==> config.mk <==
export PLATFORM = sky130hd
export DESIGN_NAME = dsm_i2s_rx_flat
export DESIGN_NICKNAME = d
export VERILOG_FILES = /design/src/rtl/dsm_pkg.sv /design/src/rtl/dsm_i2s_rx_if.sv /design/src/rtl/dsm_sync_edge.sv /design/src/rtl/dsm_i2s_rx.sv /design/src/flat_wrapper.sv
export SDC_FILE = /design/constraint.sdc
export NUM_CORES = 1
export LEC_CHECK = 0
export ABC_AREA = 1
export BUFFER_PORTS_ARGS = -buffer_cell sky130_fd_sc_hd__clkbuf_2
export CAP_MARGIN = 20
export CORE_MARGIN = 10
export CORE_UTILIZATION = 65
export CTS_BUF_LIST = sky130_fd_sc_hd__clkbuf_4 sky130_fd_sc_hd__clkbuf_8
export CTS_CLUSTER_DIAMETER = 100
export DETAILED_ROUTE_END_ITERATION = 6
export PLACE_DENSITY_LB_ADDON = 0.12
export SYNTH_ARGS = -nofsm -noshare
export SYNTH_HDL_FRONTEND = slang
export SYNTH_SLANG_ARGS = --single-unit
==> constraint.sdc <==
create_clock -name mclk512 -period 3.58 [get_ports mclk512]
set_clock_uncertainty 0.1 [all_clocks]
set_input_delay 0.179 -clock mclk512 [delete_from_list [all_inputs] [get_ports mclk512]]
set_output_delay 0.179 -clock mclk512 [all_outputs]
set_load 0.02 [all_outputs]
==> src/rtl/dsm_pkg.sv <==
// Shared definitions for the I2S receiver that feeds the dual-channel
// sigma-delta modulator.
//   - default sample width and slot length
//   - FSM state encoding (IDLE, LEFT, RIGHT)
//   - width of the per-slot bit counter, which must be able to hold SLOT_W
package dsm_pkg;

    localparam int DATA_W_DEF = 24;
    localparam int SLOT_W_DEF = 32;

    // The counter saturates at SLOT_W, so it needs room for that value itself.
    localparam int CNT_W = $clog2(SLOT_W_DEF + 1);

    typedef enum logic [1:0] {
        IDLE  = 2'd0,
        LEFT  = 2'd1,
        RIGHT = 2'd2
    } dsm_state_e;

    // Counter width for a non-default slot length.
    function automatic int dsm_cnt_w(input int slot_w);
        return $clog2(slot_w + 1);
    endfunction

endpackage

==> src/rtl/dsm_i2s_rx_if.sv <==
// Bundle of the serial audio inputs, controls and parallel sample outputs of
// dsm_i2s_rx.
//   master : drives i2s_bclk/i2s_lrck/i2s_sdata, exchangeLR, err_clr and
//            observes dsm_chan1/dsm_chan2, sample_valid, frame_err, locked
//   slave  : the receiver side (the opposite directions)
interface dsm_i2s_rx_if
    import dsm_pkg::*;
#(
    parameter int DATA_W = DATA_W_DEF
);
    logic              i2s_bclk;
    logic              i2s_lrck;
    logic              i2s_sdata;
    logic              exchangeLR;
    logic              err_clr;
    logic [DATA_W-1:0] dsm_chan1;
    logic [DATA_W-1:0] dsm_chan2;
    logic              sample_valid;
    logic              frame_err;
    logic              locked;

    modport master (
        output i2s_bclk, i2s_lrck, i2s_sdata, exchangeLR, err_clr,
        input  dsm_chan1, dsm_chan2, sample_valid, frame_err, locked
    );

    modport slave (
        input  i2s_bclk, i2s_lrck, i2s_sdata, exchangeLR, err_clr,
        output dsm_chan1, dsm_chan2, sample_valid, frame_err, locked
    );
endinterface

==> src/rtl/dsm_sync_edge.sv <==
// Synchronizer for the asynchronous serial inputs plus rising-edge detect on
// the clock-like input.
//   clk, rst_n : receiving clock, asynchronous active-low reset
//   edge_i     : signal whose rising edge is detected (BCLK)
//   data_i     : companion signals synchronized at the same depth (LRCK, SDATA)
//   rise_o     : registered one-cycle pulse per rising edge of edge_i
//   data_o     : data_i, registered so it is aligned with rise_o
module dsm_sync_edge #(
    parameter int SYNC_STAGES = 2,
    parameter int W           = 2
) (
    input  logic         clk,
    input  logic         rst_n,
    input  logic         edge_i,
    input  logic [W-1:0] data_i,
    output logic         rise_o,
    output logic [W-1:0] data_o
);
    // Bit 0 of every stage carries edge_i, bits W:1 carry data_i, so all
    // inputs see exactly the same synchronizer latency.
    logic [SYNC_STAGES-1:0][W:0] stage_q, stage_d;
    logic                        dly_q, dly_d;
    logic                        rise_q, rise_d;
    logic [W-1:0]                data_q, data_d;

    // Next-state of the synchronizer chain, edge delay and aligned outputs.
    always_comb begin
        stage_d[0] = {data_i, edge_i};
        for (int k = 1; k < SYNC_STAGES; k++) begin
            stage_d[k] = stage_q[k-1];
        end
        dly_d  = stage_q[SYNC_STAGES-1][0];
        rise_d = stage_q[SYNC_STAGES-1][0] & ~dly_q;
        data_d = stage_q[SYNC_STAGES-1][W:1];
    end

    // Synchronizer and edge-detect flops.
    always_ff @(posedge clk or negedge rst_n) begin
        if (!rst_n) begin
            stage_q <= '0;
            dly_q   <= 1'b0;
            rise_q  <= 1'b0;
            data_q  <= '0;
        end else begin
            stage_q <= stage_d;
            dly_q   <= dly_d;
            rise_q  <= rise_d;
            data_q  <= data_d;
        end
    end

    assign rise_o = rise_q;
    assign data_o = data_q;

endmodule

==> src/rtl/dsm_i2s_rx.sv <==
// I2S receiver feeding the sigma-delta modulator's parallel inputs.
// Oversamples BCLK/LRCK/SDATA on mclk512, frames left/right slots, and emits
// one DATA_W-bit stereo pair per frame with optional channel swap.
//   mclk512 : system clock (512 fs)
//   reset   : asynchronous active-low reset
//   bus     : serial inputs, exchangeLR, err_clr in; dsm_chan1/2,
//             sample_valid, frame_err, locked out (all outputs registered)
module dsm_i2s_rx
    import dsm_pkg::*;
#(
    parameter int DATA_W      = DATA_W_DEF,
    parameter int SLOT_W      = SLOT_W_DEF,
    parameter int SYNC_STAGES = 2
) (
    input  logic            mclk512,
    input  logic            reset,
    dsm_i2s_rx_if.slave     bus
);
    localparam int CW = dsm_cnt_w(SLOT_W);

    localparam logic [1:0] S_IDLE  = IDLE;
    localparam logic [1:0] S_LEFT  = LEFT;
    localparam logic [1:0] S_RIGHT = RIGHT;

    logic              rise_s;
    logic [1:0]        sdat_s;
    logic              lrck_s;
    logic              sdata_s;

    logic [1:0]        state_q, state_d;
    logic              lrck_prev_q, lrck_prev_d;
    logic [CW-1:0]     bit_cnt_q, bit_cnt_d;
    logic [DATA_W-1:0] shift_q, shift_d;
    logic [DATA_W-1:0] left_q, left_d;
    logic [DATA_W-1:0] right_q, right_d;
    logic              upd_q, upd_d;
    logic [DATA_W-1:0] chan1_q, chan1_d;
    logic [DATA_W-1:0] chan2_q, chan2_d;
    logic              valid_q, valid_d;
    logic              err_q, err_d;
    logic              locked_q, locked_d;

    logic [DATA_W-1:0] shift_nxt_s;
    logic              boundary_s;
    logic              slot_ok_s;
    logic              set_err_s;
    logic              clr_lock_s;

    dsm_sync_edge #(
        .SYNC_STAGES (SYNC_STAGES),
        .W           (2)
    ) u_sync (
        .clk    (mclk512),
        .rst_n  (reset),
        .edge_i (bus.i2s_bclk),
        .data_i ({bus.i2s_sdata, bus.i2s_lrck}),
        .rise_o (rise_s),
        .data_o (sdat_s)
    );

    assign lrck_s  = sdat_s[0];
    assign sdata_s = sdat_s[1];

    // Slot framing, shift capture and FSM; the final bit of a slot arrives
    // on the same BCLK rise that reveals the LRCK change, so the word closed
    // at a boundary includes that bit when it still falls inside DATA_W.
    always_comb begin
        state_d     = state_q;
        lrck_prev_d = lrck_prev_q;
        bit_cnt_d   = bit_cnt_q;
        shift_d     = shift_q;
        left_d      = left_q;
        right_d     = right_q;
        upd_d       = 1'b0;
        set_err_s   = 1'b0;
        clr_lock_s  = 1'b0;

        if (bit_cnt_q < CW'(DATA_W)) begin
            shift_nxt_s = {shift_q[DATA_W-2:0], sdata_s};
        end else begin
            shift_nxt_s = shift_q;
        end
        boundary_s = (lrck_s != lrck_prev_q);
        slot_ok_s  = (({1'b0, bit_cnt_q} + {{CW{1'b0}}, 1'b1}) == (CW+1)'(SLOT_W));

        if (rise_s) begin
            lrck_prev_d = lrck_s;
            if (boundary_s) begin
                bit_cnt_d = '0;
                shift_d   = '0;
                case (state_q)
                    S_IDLE: begin
                        if (!lrck_s) begin
                            state_d = S_LEFT;
                        end else begin
                            state_d = S_IDLE;
                        end
                    end
                    S_LEFT: begin
                        if (lrck_s && slot_ok_s) begin
                            left_d  = shift_nxt_s;
                            state_d = S_RIGHT;
                        end else begin
                            set_err_s = 1'b1;
                            state_d   = S_IDLE;
                        end
                    end
                    S_RIGHT: begin
                        if (!lrck_s && slot_ok_s) begin
                            right_d = shift_nxt_s;
                            upd_d   = 1'b1;
                            state_d = S_LEFT;
                        end else begin
                            set_err_s  = 1'b1;
                            clr_lock_s = 1'b1;
                            state_d    = S_IDLE;
                        end
                    end
                    default: begin
                        state_d = S_IDLE;
                    end
                endcase
            end else begin
                // Saturating count makes an over-long slot fail the length test.
                if (bit_cnt_q == CW'(SLOT_W)) begin
                    bit_cnt_d = bit_cnt_q;
                end else begin
                    bit_cnt_d = bit_cnt_q + CW'(1);
                end
                if (state_q != S_IDLE) begin
                    shift_d = shift_nxt_s;
                end else begin
                    shift_d = shift_q;
                end
            end
        end else begin
            state_d = state_q;
        end
    end

    // Output stage: pair update one cycle after the closing boundary, sticky
    // error with set priority over clear, lock indication.
    always_comb begin
        valid_d = upd_q;
        if (upd_q) begin
            if (bus.exchangeLR) begin
                chan1_d = right_q;
                chan2_d = left_q;
            end else begin
                chan1_d = left_q;
                chan2_d = right_q;
            end
        end else begin
            chan1_d = chan1_q;
            chan2_d = chan2_q;
        end

        if (set_err_s) begin
            err_d = 1'b1;
        end else if (bus.err_clr) begin
            err_d = 1'b0;
        end else begin
            err_d = err_q;
        end

        if (upd_q) begin
            locked_d = 1'b1;
        end else if (clr_lock_s) begin
            locked_d = 1'b0;
        end else begin
            locked_d = locked_q;
        end
    end

    // State and output registers.
    always_ff @(posedge mclk512 or negedge reset) begin
        if (!reset) begin
            state_q     <= S_IDLE;
            lrck_prev_q <= 1'b0;
            bit_cnt_q   <= '0;
            shift_q     <= '0;
            left_q      <= '0;
            right_q     <= '0;
            upd_q       <= 1'b0;
            chan1_q     <= '0;
            chan2_q     <= '0;
            valid_q     <= 1'b0;
            err_q       <= 1'b0;
            locked_q    <= 1'b0;
        end else begin
            state_q     <= state_d;
            lrck_prev_q <= lrck_prev_d;
            bit_cnt_q   <= bit_cnt_d;
            shift_q     <= shift_d;
            left_q      <= left_d;
            right_q     <= right_d;
            upd_q       <= upd_d;
            chan1_q     <= chan1_d;
            chan2_q     <= chan2_d;
            valid_q     <= valid_d;
            err_q       <= err_d;
            locked_q    <= locked_d;
        end
    end

    assign bus.dsm_chan1    = chan1_q;
    assign bus.dsm_chan2    = chan2_q;
    assign bus.sample_valid = valid_q;
    assign bus.frame_err    = err_q;
    assign bus.locked       = locked_q;

endmodule

==> src/flat_wrapper.sv <==
// flat-port wrapper written by rule: the top's interface ports become plain ports
module dsm_i2s_rx_flat import dsm_pkg::*;
#(
    parameter int DATA_W      = DATA_W_DEF,
    parameter int SLOT_W      = SLOT_W_DEF,
    parameter int SYNC_STAGES = 2
)
  (mclk512, reset, bus_i2s_bclk, bus_i2s_lrck, bus_i2s_sdata, bus_exchangeLR, bus_err_clr, bus_dsm_chan1, bus_dsm_chan2, bus_sample_valid, bus_frame_err, bus_locked);
  dsm_i2s_rx_if #(.DATA_W(DATA_W)) bus_i ();
  input  logic mclk512;
  input  logic reset;
  input wire logic [$bits(bus_i.i2s_bclk)-1:0] bus_i2s_bclk;
  input wire logic [$bits(bus_i.i2s_lrck)-1:0] bus_i2s_lrck;
  input wire logic [$bits(bus_i.i2s_sdata)-1:0] bus_i2s_sdata;
  input wire logic [$bits(bus_i.exchangeLR)-1:0] bus_exchangeLR;
  input wire logic [$bits(bus_i.err_clr)-1:0] bus_err_clr;
  output wire logic [$bits(bus_i.dsm_chan1)-1:0] bus_dsm_chan1;
  output wire logic [$bits(bus_i.dsm_chan2)-1:0] bus_dsm_chan2;
  output wire logic [$bits(bus_i.sample_valid)-1:0] bus_sample_valid;
  output wire logic [$bits(bus_i.frame_err)-1:0] bus_frame_err;
  output wire logic [$bits(bus_i.locked)-1:0] bus_locked;
  assign bus_i.i2s_bclk = bus_i2s_bclk;
  assign bus_i.i2s_lrck = bus_i2s_lrck;
  assign bus_i.i2s_sdata = bus_i2s_sdata;
  assign bus_i.exchangeLR = bus_exchangeLR;
  assign bus_i.err_clr = bus_err_clr;
  assign bus_dsm_chan1 = bus_i.dsm_chan1;
  assign bus_dsm_chan2 = bus_i.dsm_chan2;
  assign bus_sample_valid = bus_i.sample_valid;
  assign bus_frame_err = bus_i.frame_err;
  assign bus_locked = bus_i.locked;
  dsm_i2s_rx #(.DATA_W(DATA_W), .SLOT_W(SLOT_W), .SYNC_STAGES(SYNC_STAGES)) u_core (.mclk512(mclk512), .reset(reset), .bus(bus_i));
endmodule
======== Yosys cells after proc, flatten, opt, wreduce, memory -nomap -nowiden ========
Cells that the tools add are included.
cells by class
  $add $sub $neg .......................... 2
  order comparisons ....................... 1
  equal/unequal tests ..................... 6
  mux-type cells .......................... 27
  bitwise operators ....................... 2
  reduce and logical (&&, ||, !) cells .... 13
operators with widths
  cell                                                   number
  2-to-1 mux 24 bit                                      5
  2-to-1 mux 1 bit                                       17
  2-to-1 mux 6 bit                                       2
  AND reduction 4 bit                                    2
  nonzero test 2 bit                                     4
  adder 6 x 1 -> 7 bit, second input constant            1
  == test 7 x 6 -> 1 bit, second input constant          1
  adder 6 x 1 -> 6 bit, second input constant            1
  == test 6 bit, second input constant                   1
  < comparator 6 x 5 -> 1 bit, second input constant     1
  one-hot mux 2 bit (3 select lines)                     1
  AND reduction 2 bit                                    3
  == test 2 x 1 -> 1 bit, second input constant          1
  == test 2 bit, second input constant                   1
  logical AND 1 bit                                      2
  zero test 2 bit                                        1
  2-to-1 mux 2 bit                                       1
  inequality test 2 x 1 -> 1 bit, second input constant  1
  one-hot mux 1 bit (2 select lines)                     1
  bitwise AND 1 bit                                      1
  zero test 1 bit                                        1
  inequality test 1 bit                                  1
  inverter 1 bit                                         1
word-level totals
  bits in registers ....................... 143

======== Logic depth before layout (Yosys ltp) ========
  depth in word-level cells ............... 9
  gate-level depth with buffers ........... 13
  gate-level depth less buffers ........... 12

======== Modules after synthesis ========
From an unflattened synthesis, not the netlist that was laid out.
unflattened totals
  cell total of the unflattened synthesis .. 744
  area, all modules ....................... 6423.7 um^2
by module, submodules not included
  module         instances  cells each  area an instance (um^2)  sequential area each (um^2)
  dsm_i2s_rx     1          732         6163.4                   3328.2
  dsm_sync_edge  1          12          260.2                    250.2

======== Worst setup path before layout ========
No wires, ideal clock.
  path type ............................... flip-flop to flip-flop
  start ................................... register u_core.bit_cnt_q[0]
  end ..................................... register u_core.right_q[10]
  arrival ................................. 1.758 ns
  setup slack ............................. 1.604 ns
  stages on the path, launching flop included .. 13
  path buffers ............................ 1
  cell sequence ........................... dfrtp_1 -> ha_1 -> inv_1 -> nand2_1 -> nand2_1 -> nand2_1 -> nor2_2 -> nand3_1 -> nor2_2 -> nand3_1 -> buf_2 -> nand2_1 -> nand2_1
on the way
  cells in the longest elaborated chain, start to end .. 4
  elaborated cells between the ends (all ways) .. 6
  those cells by class .................... add/sub: 1; order compare: 1; eq/ne: 1; mux: 1; reduce/logical: 2
ends and longest elaborated chain
  item                                  RTL line           source
  start: declaration                    dsm_i2s_rx.sv:32   logic [CW-1:0] bit_cnt_q, bit_cnt_d;
  start signal: assignment              dsm_i2s_rx.sv:193  bit_cnt_q <= bit_cnt_d;
  adder 6 x 1 -> 7 bit                  dsm_i2s_rx.sv:84   slot_ok_s = (({1'b0, bit_cnt_q} + {{CW{1'b0}}, 1'b1}) == (CW+1)'(SLOT_W));
  == test 7 x 6 -> 1 bit                dsm_i2s_rx.sv:84
  logical AND 1 bit                     dsm_i2s_rx.sv:109  if (!lrck_s && slot_ok_s) begin
  AND reduction 4 bit (no source line)  --
  end signal: assignment                dsm_i2s_rx.sv:196  right_q <= right_d;
  end: declaration                      dsm_i2s_rx.sv:35   logic [DATA_W-1:0] right_q, right_d;
Parallel ways exist; a longest one is shown, timed or not.
A chain may end at the register's enable or synchronous reset.

======== Worst setup path after layout ========
  start ................................... register u_core.bit_cnt_q[0]
  end ..................................... register u_core.right_q[20]
The elaborated chain is that of the path after synthesis.

==> impl_metrics.env <==
export IMPL_leakage_nw=3.55
export IMPL_dpl_cell_area_um2=6720
export IMPL_cts_clk_slew_worst_paths_ns=0.08
export IMPL_pwr_share_seq=0.564
export IMPL_io_pins=58
export IMPL_required_ns=3.79
export IMPL_layout_drive_gt1_share=0.131
export IMPL_seq_area_frac_synth=0.562
export IMPL_status="finished clean"
export IMPL_cts_sinks=143
export IMPL_globalplace_congestion=0.852
export IMPL_p_comb_frac=0.061
export IMPL_setup_viol=0
export IMPL_area_growth_pct=11.9
export IMPL_finalHoldViolations=0
export IMPL_critical_path_class="reg -> reg"
export IMPL_dr_pass1_iters=5
export IMPL_postRouteWirelength_um=13400
export IMPL_wl_met2_um=5760
export IMPL_insertion_delay_ns=0.43
export IMPL_ys_ff_latch=143
export IMPL_top_layer_used="met4"
export IMPL_cp_end_kind="flop"
export IMPL_finalWorstSetupSlack_ns=1.15
export IMPL_grt_total_usage=0.197
export IMPL_slew_violations=0
export IMPL_irDropWorstVdd_uv=272
export IMPL_crit_start="u_core.bit_cnt_q[0]$_DFFE_PN0P_"
export IMPL_worst_slew_pin_slew_ns=0.959
export IMPL_rsz0062_at_grt="false"
export IMPL_fin_crit_sh=0.678
export IMPL_avgViaCountPerCell=5.47
export IMPL_synth_nets=756
export IMPL_h_tree_depth=4
export IMPL_drc=0
export IMPL_wl_per_cell_um=14.4
export IMPL_detail_route_antenna_nets=0
export IMPL_rows=36
export IMPL_cts_resized=0
export IMPL_port_buffers=57
export IMPL_sw_frac_of_total=0.237
export IMPL_hold_path_class="in -> reg"
export IMPL_pwr_share_clk=0.374
export IMPL_initialDrtViolationCount=514
export IMPL_core_area_um2=9640
export IMPL_pre_cts_ws_ns=1.17
export IMPL_worstPathMaxFanout=25
export IMPL_p_sw_uw=698
export IMPL_ys_types=25
export IMPL_r2r_start="u_core.bit_cnt_q[0]$_DFFE_PN0P_"
export IMPL_clock_root_buffer="clkbuf_8"
export IMPL_reg2reg_to="u_core.right_q[20]$_DFFE_PN0P_"
export IMPL_wl_met3_um=854
export IMPL_p_total_mw=2.94
export IMPL_synth_cells=742
export IMPL_synth_area_per_cell_um2=8.59
export IMPL_period_needed_ns=2.43
export IMPL_max_cap_viol_count=0
export IMPL_rr_worst_depth=13
export IMPL_post_cts_setup_buffer_count=0
export IMPL_synth_area_um2=6370
export IMPL_endpoint="u_core.right_q[20]$_DFFE_PN0P_"
export IMPL_final_common_cell="nand2_1"
export IMPL_reg2reg_slack_ns=1.15
export IMPL_place_hpwl_um=9330
export IMPL_ys_warn_count=0
export IMPL_grt_pass1_wl_um=23400
export IMPL_final_area_um2=7130
export IMPL_cts_buffer_depth=2
export IMPL_grt_pass1_vias=4883
export IMPL_max_freq_ghz=0.412
export IMPL_cts_buffers=17
export IMPL_die_area_um2=14200
export IMPL_wl_met1_um=6600
export IMPL_hold_start="bus_exchangeLR"
export IMPL_finalSetupTns_ns=0
export IMPL_diodes=0
export IMPL_antenna_found_initial=0
export IMPL_die_width_um=119
export IMPL_critPathLaunchType="flop"
export IMPL_p_int_mw=2.24
export IMPL_vias=5108
export IMPL_nNetsFinal=803
export IMPL_most_common_layout_cells="nand2_1, dfrtp_1, inv_1"
export IMPL_slew_headroom=0.361
export IMPL_powerDensity_nw_per_um2=412
export IMPL_grt_overflow=0
export IMPL_die_y_um=119
export IMPL_start_util=0.661
export IMPL_arrival_ns=2.64
export IMPL_grt_max_degree=110
export IMPL_cts_tree="yes"
==> cell type report <==
cell class | instances | area [um^2]
clock inverters | 7 | 37.5
repair buffers | 72 | 429
fillers | 748 | 2510
flip-flops and latches | 143 | 3580
multi-input cells | 461 | 2260
inverters | 94 | 354
well taps | 133 | 166
clock buffers | 23 | 304
==> Yosys cell counts <==
cell type,count,share of area
nand2_1,199,0.12
dfrtp_1,143,0.56
inv_1,92,0.054
nor2_1,55,0.032
clkbuf_1,37,0.022
o21ai_0,29,0.023
nand4_1,28,0.027
o22ai_1,27,0.027
o21ai_1,26,0.020
a21oi_1,25,0.020
o211ai_1,24,0.028
o21a_1,23,0.027
nand3_1,11,0.0086
ha_1,7,0.014
buf_2,5,0.0039
nor2_2,2,0.0020
buf_1,1,0.00059
buf_6,1,0.0018
clkinv_2,1,0.00078
inv_2,1,0.00059
nand2_2,1,0.00098
nand3b_4,1,0.0031
nor3_1,1,0.00078
o21bai_1,1,0.0012
xor2_2,1,0.0026
==> worst min-delay path by stage <==
stage | endpoint | cells after the start | slack (ns)
detailed placement | u_core.u_sync.stage_d[5]$_DFF_PN0_ | 1 | 0.19
CTS | u_core.u_sync.data_d[0]$_DFF_PN0_ | 0 | 0.26
global route | u_core.bus.dsm_chan1[10]$_DFFE_PN0P_ | 3 | 0.02
floorplan | u_core.bit_cnt_q[0]$_DFFE_PN0P_ | 0 | -0.22
finish | u_core.bus.dsm_chan1[10]$_DFFE_PN0P_ | 3 | 0.03
global placement | u_core.u_sync.stage_d[4]$_DFF_PN0_ | 1 | 0.19
==> repair_timing <==
item,4_1_cts,5_1_grt
setup endpoints to repair,0,0
hold buffers,5,0
endpoints found under the hold margin,111,0
==> critical path, cell delays in order, from the launching register on <==
cell and delay (ns):
dfrtp_1 0.43, ha_1 0.26, inv_1 0.07, nand2_1 0.05, nand2_1 0.09, nand2_1 0.07
nor2_2 0.16, nand3_1 0.10, nor2_2 0.21, buf_4 0.28, nand3_1 0.09, buf_4 0.23
nand2_1 0.09, nand2_1 0.06
==> power groups by stage <==
stage	Clock, mW	Sequential [mW]	Combinational, mW
floorplan	0	1.69	0.109
global placement	0	1.69	0.166
detailed placement	0	1.69	0.174
CTS	1.12	1.66	0.180
global route	1.20	1.66	0.209
finish	1.10	1.66	0.181
==> stage by stage <==
step / utilization / std cells / hold WS, ns
floorplan: - / 742 / -0.217
global placement: 0.697 / 897 / 0.190
detailed placement: 0.697 / 897 / 0.189
CTS: 0.738 / 932 / 0.258
global route: 0.740 / 933 / 0.0188
finish: 0.740 / 933 / 0.0335
==> registers in the layout, summed over array words and instances (netlist names), 2 cells and up <==
name,cells
u_core.right_q,24
u_core.state_q,2
u_core.shift_q,24
u_core.u_sync.data_o,2
u_core.u_sync.stage_d,3
u_core.left_q,24
u_core.u_sync.data_d,2
u_core.bit_cnt_q,6
u_core.bus.dsm_chan2,24
u_core.bus.dsm_chan1,24
==> metal layers <==
layer,vias to the layer above,global-route usage
met4,0,0.0718
met2,146,0.288
met1,2443,0.279
li1,2497,-
met3,22,0.0487
met5,-,0
==> logic make-up (layout without fill, tap and decap cells) <==
group,after synthesis,count (layout),share of synthesized area
AO/OA/AOI/OAI,155,155,0.146
XOR/XNOR,1,1,0.00255
adder cells (fa/ha/maj),7,7,0.0137
buffers and inverters,138,196,0.0836
flip-flops,143,143,0.562
AND/OR/NAND/NOR,298,298,0.193
Note: power is estimated with default switching activity, not from simulation.
